## config.mk

```make
export PLATFORM = sky130hd
export DESIGN_NAME = nios2_system_ledseq
export DESIGN_NICKNAME = d
export VERILOG_FILES = /design/src/rtl/nios2_system_ledseq_pkg.sv /design/src/rtl/nios2_system_ledseq_tick.sv /design/src/rtl/nios2_system_ledseq.sv
export SDC_FILE = /design/constraint.sdc
export NUM_CORES = 1
export LEC_CHECK = 0
export ABC_AREA = 1
export BUFFER_PORTS_ARGS = -buffer_cell sky130_fd_sc_hd__buf_2
export CORE_ASPECT_RATIO = 1.25
export CORE_MARGIN = 4
export CORE_UTILIZATION = 56
export CTS_CLUSTER_SIZE = 30
export DETAILED_ROUTE_END_ITERATION = 7
export MAX_ROUTING_LAYER = met4
export PLACE_DENSITY_LB_ADDON = 0.1
export SYNTH_ARGS = -nofsm -noshare
export SYNTH_HDL_FRONTEND = slang
export SYNTH_SLANG_ARGS = --single-unit
```

## constraint.sdc

```tcl
create_clock -name clk -period 2.6 [get_ports clk]
set_clock_uncertainty 0.2 [all_clocks]
set_input_delay 0.26 -clock clk [delete_from_list [all_inputs] [get_ports clk]]
set_output_delay 0.26 -clock clk [all_outputs]
set_load 0.01 [all_outputs]
```

## src/rtl/nios2_system_ledseq_pkg.sv

```systemverilog
// Shared definitions for the LED pattern sequencer: register map, bit positions, FSM states.
package nios2_system_ledseq_pkg;

  localparam logic [2:0] REG_CTRL      = 3'd0;
  localparam logic [2:0] REG_PERIOD    = 3'd1;
  localparam logic [2:0] REG_STATUS    = 3'd2;
  localparam logic [2:0] REG_STEP_BASE = 3'd4;

  localparam int CTRL_EN      = 0;
  localparam int CTRL_ONESHOT = 1;
  localparam int CTRL_LAST_LO = 2;

  localparam int STAT_BUSY    = 0;
  localparam int STAT_STEP_LO = 1;
  localparam int STAT_DONE    = 3;
  localparam int STAT_TRIG    = 4;

  typedef enum logic [1:0] {
    ST_IDLE  = 2'd0,
    ST_WRITE = 2'd1,
    ST_WAIT  = 2'd2,
    ST_STOP  = 2'd3
  } state_e;

endpackage

```

## src/rtl/nios2_system_ledseq_tick.sv

```systemverilog
// Loadable down-counter that times one sequencer step; zero flag marks the end of the step.
module nios2_system_ledseq_tick #(
  parameter int W = 24
) (
  input  logic         clk,
  input  logic         reset_n,
  input  logic         load,
  input  logic         en,
  input  logic [W-1:0] load_val,
  output logic         zero
);

  logic [W-1:0] cnt;

  // NOTE: sequential state uses non-blocking assignments so every flop samples pre-edge values.
  always_ff @(posedge clk or negedge reset_n) begin
    if (!reset_n) begin
      cnt <= '0;
    end else if (load) begin
      cnt <= load_val;
    end else if (en && cnt != '0) begin
      cnt <= cnt - 1'b1;
    end
  end

  assign zero = (cnt == '0);

endmodule

```

## src/rtl/nios2_system_ledseq.sv

```systemverilog
// LED pattern sequencer: Avalon-MM config slave plus write-only master to the LED PIO.
// Optional hardware start input enabled by defining LEDSEQ_HW_TRIGGER_EN.
module nios2_system_ledseq
  import nios2_system_ledseq_pkg::*;
#(
  parameter int                LED_W        = 5,
  parameter int                PERIOD_W     = 24,
  parameter logic [LED_W-1:0]  IDLE_PATTERN = 5'h1F
) (
  input  logic        clk,
  input  logic        reset_n,
  input  logic [2:0]  s_address,
  input  logic        s_chipselect,
  input  logic        s_write_n,
  input  logic [31:0] s_writedata,
  output logic [31:0] s_readdata,
  output logic [1:0]  m_address,
  output logic        m_chipselect,
  output logic        m_write_n,
  output logic [31:0] m_writedata,
  output logic        busy
`ifdef LEDSEQ_HW_TRIGGER_EN
  ,
  input  logic        trig_in
`endif
);

  localparam logic [PERIOD_W-1:0] ONE = 1;

  state_e              state, state_next;
  logic                en, oneshot, done;
  logic [1:0]          last, step, step_next;
  logic [PERIOD_W-1:0] period, reload;
  logic [LED_W-1:0]    step_tbl [4];
  logic                cnt_load, cnt_en, cnt_zero, seq_done;
  logic                trig_level, trig_start;
  logic                wr;
  logic                unused_wdata;

  assign wr           = s_chipselect && !s_write_n;
  assign reload       = (period == '0) ? '0 : period - ONE;
  assign unused_wdata = ^s_writedata[31:PERIOD_W];

`ifdef LEDSEQ_HW_TRIGGER_EN
  logic [2:0] trig_sr;

  always_ff @(posedge clk or negedge reset_n) begin
    if (!reset_n) trig_sr <= '0;
    else          trig_sr <= {trig_sr[1:0], trig_in};
  end

  assign trig_level = trig_sr[1];
  assign trig_start = trig_sr[1] && !trig_sr[2] && (state == ST_IDLE);
`else
  assign trig_level = 1'b0;
  assign trig_start = 1'b0;
`endif

  // NOTE: the step table is only four small registers, so it is reset like any other flop.
  always_ff @(posedge clk or negedge reset_n) begin
    if (!reset_n) begin
      en      <= 1'b0;
      oneshot <= 1'b0;
      last    <= '0;
      period  <= '0;
      done    <= 1'b0;
      for (int i = 0; i < 4; i++) step_tbl[i] <= '0;
    end else begin
      if (wr) begin
        if (s_address == REG_CTRL) begin
          en      <= s_writedata[CTRL_EN];
          oneshot <= s_writedata[CTRL_ONESHOT];
          last    <= s_writedata[CTRL_LAST_LO +: 2];
        end else if (s_address == REG_PERIOD) begin
          period <= s_writedata[PERIOD_W-1:0];
        end else if (s_address == REG_STATUS) begin
          if (s_writedata[STAT_DONE]) done <= 1'b0;
        end else if (s_address[2]) begin
          step_tbl[s_address[1:0]] <= s_writedata[LED_W-1:0];
        end
      end
      // Sequencer events take priority over a same-cycle CPU write.
      if (seq_done) begin
        done <= 1'b1;
        en   <= 1'b0;
      end
      if (trig_start) begin
        en      <= 1'b1;
        oneshot <= 1'b1;
      end
    end
  end

  always_ff @(posedge clk or negedge reset_n) begin
    if (!reset_n) begin
      state <= ST_IDLE;
      step  <= '0;
    end else begin
      state <= state_next;
      step  <= step_next;
    end
  end

  // NOTE: every output of this block is defaulted first so no path can infer a latch.
  always_comb begin
    state_next   = state;
    step_next    = step;
    cnt_load     = 1'b0;
    cnt_en       = 1'b0;
    seq_done     = 1'b0;
    m_chipselect = 1'b0;
    m_write_n    = 1'b1;
    m_writedata  = '0;
    unique case (state)
      ST_IDLE: begin
        if (en) begin
          step_next  = '0;
          state_next = ST_WRITE;
        end
      end
      ST_WRITE: begin
        m_chipselect               = 1'b1;
        m_write_n                  = 1'b0;
        m_writedata[LED_W-1:0]     = step_tbl[step];
        cnt_load                   = 1'b1;
        state_next                 = ST_WAIT;
      end
      ST_WAIT: begin
        if (!en) begin
          state_next = ST_STOP;
        end else if (!cnt_zero) begin
          cnt_en = 1'b1;
        end else if (step < last) begin
          step_next  = step + 2'd1;
          state_next = ST_WRITE;
        end else if (!oneshot) begin
          step_next  = '0;
          state_next = ST_WRITE;
        end else begin
          seq_done   = 1'b1;
          state_next = ST_IDLE;
        end
      end
      ST_STOP: begin
        m_chipselect           = 1'b1;
        m_write_n              = 1'b0;
        m_writedata[LED_W-1:0] = IDLE_PATTERN;
        state_next             = ST_IDLE;
      end
      default: state_next = ST_IDLE;
    endcase
  end

  nios2_system_ledseq_tick #(.W(PERIOD_W)) u_tick (
    .clk      (clk),
    .reset_n  (reset_n),
    .load     (cnt_load),
    .en       (cnt_en),
    .load_val (reload),
    .zero     (cnt_zero)
  );

  assign busy      = (state != ST_IDLE);
  assign m_address = 2'b00;

  always_comb begin
    s_readdata = '0;
    if (s_address == REG_CTRL) begin
      s_readdata[CTRL_EN]           = en;
      s_readdata[CTRL_ONESHOT]      = oneshot;
      s_readdata[CTRL_LAST_LO +: 2] = last;
    end else if (s_address == REG_PERIOD) begin
      s_readdata[PERIOD_W-1:0] = period;
    end else if (s_address == REG_STATUS) begin
      s_readdata[STAT_BUSY]         = busy;
      s_readdata[STAT_STEP_LO +: 2] = step;
      s_readdata[STAT_DONE]         = done;
      s_readdata[STAT_TRIG]         = trig_level;
    end else if (s_address[2]) begin
      s_readdata[LED_W-1:0] = step_tbl[s_address[1:0]];
    end
  end

endmodule

```

==> flow_metrics.env <==
export IMPL_numCtsBuffers=9
export IMPL_cts_htree_levels=3
export IMPL_synth_top_area_share_pct=35.56
export IMPL_power_mw=5.683
export IMPL_syn_cell_area_mm2=0.005419
export IMPL_crit_family="flip-flops"
export IMPL_routedWlPerCell_um=14.62
export IMPL_period_needed_ns=2.447
export IMPL_ctsHoldBuffers=23
export IMPL_synthSimpleGateAreaFrac_pct=35.95
export IMPL_synth_top_family_by_area="simple AND/OR/NAND/NOR gates"
export IMPL_track_usage_pct=28.31
export IMPL_drc=0
export IMPL_num_fill_cells=826
export IMPL_post_cts_buffers=0
export IMPL_antenna_diode_count=0
export IMPL_dpl_cell_area_mm2=0.005713
export IMPL_place_hpwl_mm=10.78
export IMPL_multi_input_area_mm2=0.002894
export IMPL_max_freq_mhz=408.6
export IMPL_min_path_type="input pin to register"
export IMPL_area_growth_pct=14.96
export IMPL_synth_adder_area_share_pct=1.154
export IMPL_worst_setup_path_end_kind="output port"
export IMPL_viasPerCell=5.398
export IMPL_required_ns=2.14
export IMPL_clkTransAtPathRegs_ns=0.06
export IMPL_via_count=5517
export IMPL_worstMarginPinSlew_ns=0.6638
export IMPL_fin_area_mm2=0.006230
export IMPL_netlist_top_cells_area="dfrtp_1 36%, nand2_1 14%, nor2_1 8.7%"
export IMPL_synth_flop_cell="dfrtp_1"
export IMPL_final_hold_viol_count=0
export IMPL_numPortBuffers=62
export IMPL_p_per_area_mw_per_mm2=912.3
export IMPL_synth_xor_area_share_pct=2.101
export IMPL_relSlewSlack_pct=55.58
export IMPL_async_flop_share_pct=100.0
export IMPL_cts_sinks=77
export IMPL_slew_viol_final=0
export IMPL_synth_top_cell_by_area="dfrtp_1"
export IMPL_final_net_count=939
export IMPL_gr_total_overflow=0
export IMPL_synth_most_common_cell="nand2_1"
export IMPL_routabilityCongestion=0.9537
export IMPL_worst_setup_path_type="register to output port"
export IMPL_status="complete, no violations"
export IMPL_worstPathCellList="inv_1 -> a21oi_1 -> o21ai_0 -> a31oi_1 -> buf_2"
export IMPL_worst_slack_ns=0.1525
export IMPL_fin_crit_sh_pct=94.13
export IMPL_synth_compound_area_share_pct=11.64
export IMPL_cts_resized=0
export IMPL_antenna_found_initial=0
export IMPL_worstPathArrival_ns=1.99
export IMPL_dieWidth_um=95.99
export IMPL_maxCapViolCount=0
export IMPL_whs_ns=0.02112
export IMPL_syn_inst=813
export IMPL_cp_slowest_cell="dfrtp_1"
export IMPL_tns_ns=0
export IMPL_setup_violations=0
export IMPL_synth_common_cells="203 x nand2_1, 126 x nor2_1, 85 x inv_1"
export IMPL_ys_warn_count=0
export IMPL_clock_latency_ns=0.34
export IMPL_pin_count=108
export IMPL_ys_ff_latch=77
export IMPL_grt_pass1_vias=5176
export IMPL_core_mm2=0.009271
export IMPL_cp_slowest_stage_delay_ns=0.66
export IMPL_drt_iter0_markers=431
export IMPL_grt_max_degree=78
export IMPL_cts_buffer_depth=2
export IMPL_synth_edf_count=0
export IMPL_ant_nets=0
export IMPL_ys_types=36
export IMPL_seqCellArea_mm2=0.001927
export IMPL_rows=39
export IMPL_dp_slack_ns=0.4461
export IMPL_dieArea_mm2=0.01132
export IMPL_rsz0062_at_grt="false"
export IMPL_cts_tree="done"
export IMPL_dr_pass1_iters=5
export IMPL_synthMuxAreaShare_pct=0
export IMPL_seq_area_frac_synth_pct=35.56
export IMPL_wirelength_mm=14.94
export IMPL_dieHeight_um=118.0
export IMPL_p_leak_nw=3.205
export IMPL_critPathLaunchType="register"
export IMPL_peakVddDrop_uv=423.3
export IMPL_grt_first_pass_wirelength_mm=24.97
export IMPL_synth_avg_cell_area_um2=6.665
export IMPL_start_util_pct=58.45
export IMPL_root_buffer="clkbuf_16"
export IMPL_path_buf_inv=2
export IMPL_crit_fanout=15
export IMPL_drive_gt1_share_pct=11.90
[layer usage]
layer	routed length (um)	share of wire, %	track usage, %
met4	269	1.8	8.274
met1	6587	44	37.99
met2	7167	48	43.97
met5	0	0	-
met3	920	6.2	4.412
[area by class of cell]
| type | instances | share of cell area, % |
|---|---|---|
| well taps | 123 | 2.470 |
| inverters | 90 | 5.423 |
| multi-input cells | 622 | 46.46 |
| repair buffers | 95 | 10.12 |
| clock inverters | 3 | 0.3213 |
| clock buffers | 12 | 4.278 |
| flip-flops and latches | 77 | 30.93 |
[worst reg2reg max path, stage by stage, from the launching register on]
cell and delay (ns):
dfrtp_1 0.43, inv_1 0.14, ha_1 0.20, nand3_1 0.16, nor2_1 0.42, nand2_1 0.16, xnor2_1 0.16, nand2_1 0.06
nand2_1 0.04, nand2_1 0.05, nand2_1 0.05
[path summary, 6_finish.rpt]
kind / start / to / slack (ns) / cells past startpoint
min in group asynchronous: reset_n / step[1] / 0.29 / 3
max reg2reg: u_tick.cnt[0] / u_tick.cnt[10] / 0.39 / 10
min: s_writedata[3] / step_tbl[13] / 0.02 / 3
min reg2reg: last[1] / last[1] / 0.29 / 2
max in group asynchronous: reset_n / period[11] / 1.58 / 3
max: step[0] / m_writedata[1] / 0.15 / 5
[registers in the layout (all words and copies together) (netlist names)]
name and flops:
oneshot 1, period 24, done 1, step_tbl 20, last 2, state 2
en 1, u_tick.cnt 24, step 2
[metrics by stage]
stage | cells | util, %
final | 1022 | 67.19
after detailed placement | 984 | 61.62
after CTS | 1022 | 67.19
after global placement | 984 | 61.62
after global routing | 1022 | 67.19
after floorplan | 849 | -
[kinds of logic after synthesis]
family,count (synthesis)
simple gates,451
buf+inv,150
compound gates,116
flops,77
xor+xnor,13
fa+ha+maj,5
other cells,1
[cell usage in the layout (no fill, tap or decap), types with 4 or more instances in the layout]
cell / n
dlygate4sd3_1: 23
nand4_1: 23
a21oi_1: 36
ha_1: 5
a31oi_1: 5
o21bai_1: 4
nor2_1: 126
o22ai_1: 4
inv_2: 5
buf_2: 61
nand3_1: 80
o21ai_0: 54
clkbuf_16: 9
xnor2_1: 4
inv_1: 85
dfrtp_1: 77
conb_1: 37
nand2_1: 203
nor2_2: 7
xor2_1: 9
buf_4: 10
[power by group]
part / total (mW) / switching, mW / internal [mW] / leakage [nW]
logic: 2.54 / 1.69 / 0.858 / 2.14
registers: 1.93 / 0.385 / 1.54 / 0.927
clock network: 1.21 / 0.496 / 0.718 / 0.137
total: 5.68 / 2.57 / 3.12 / 3.20
No activity file was read; power rests on OpenSTA's default activity.
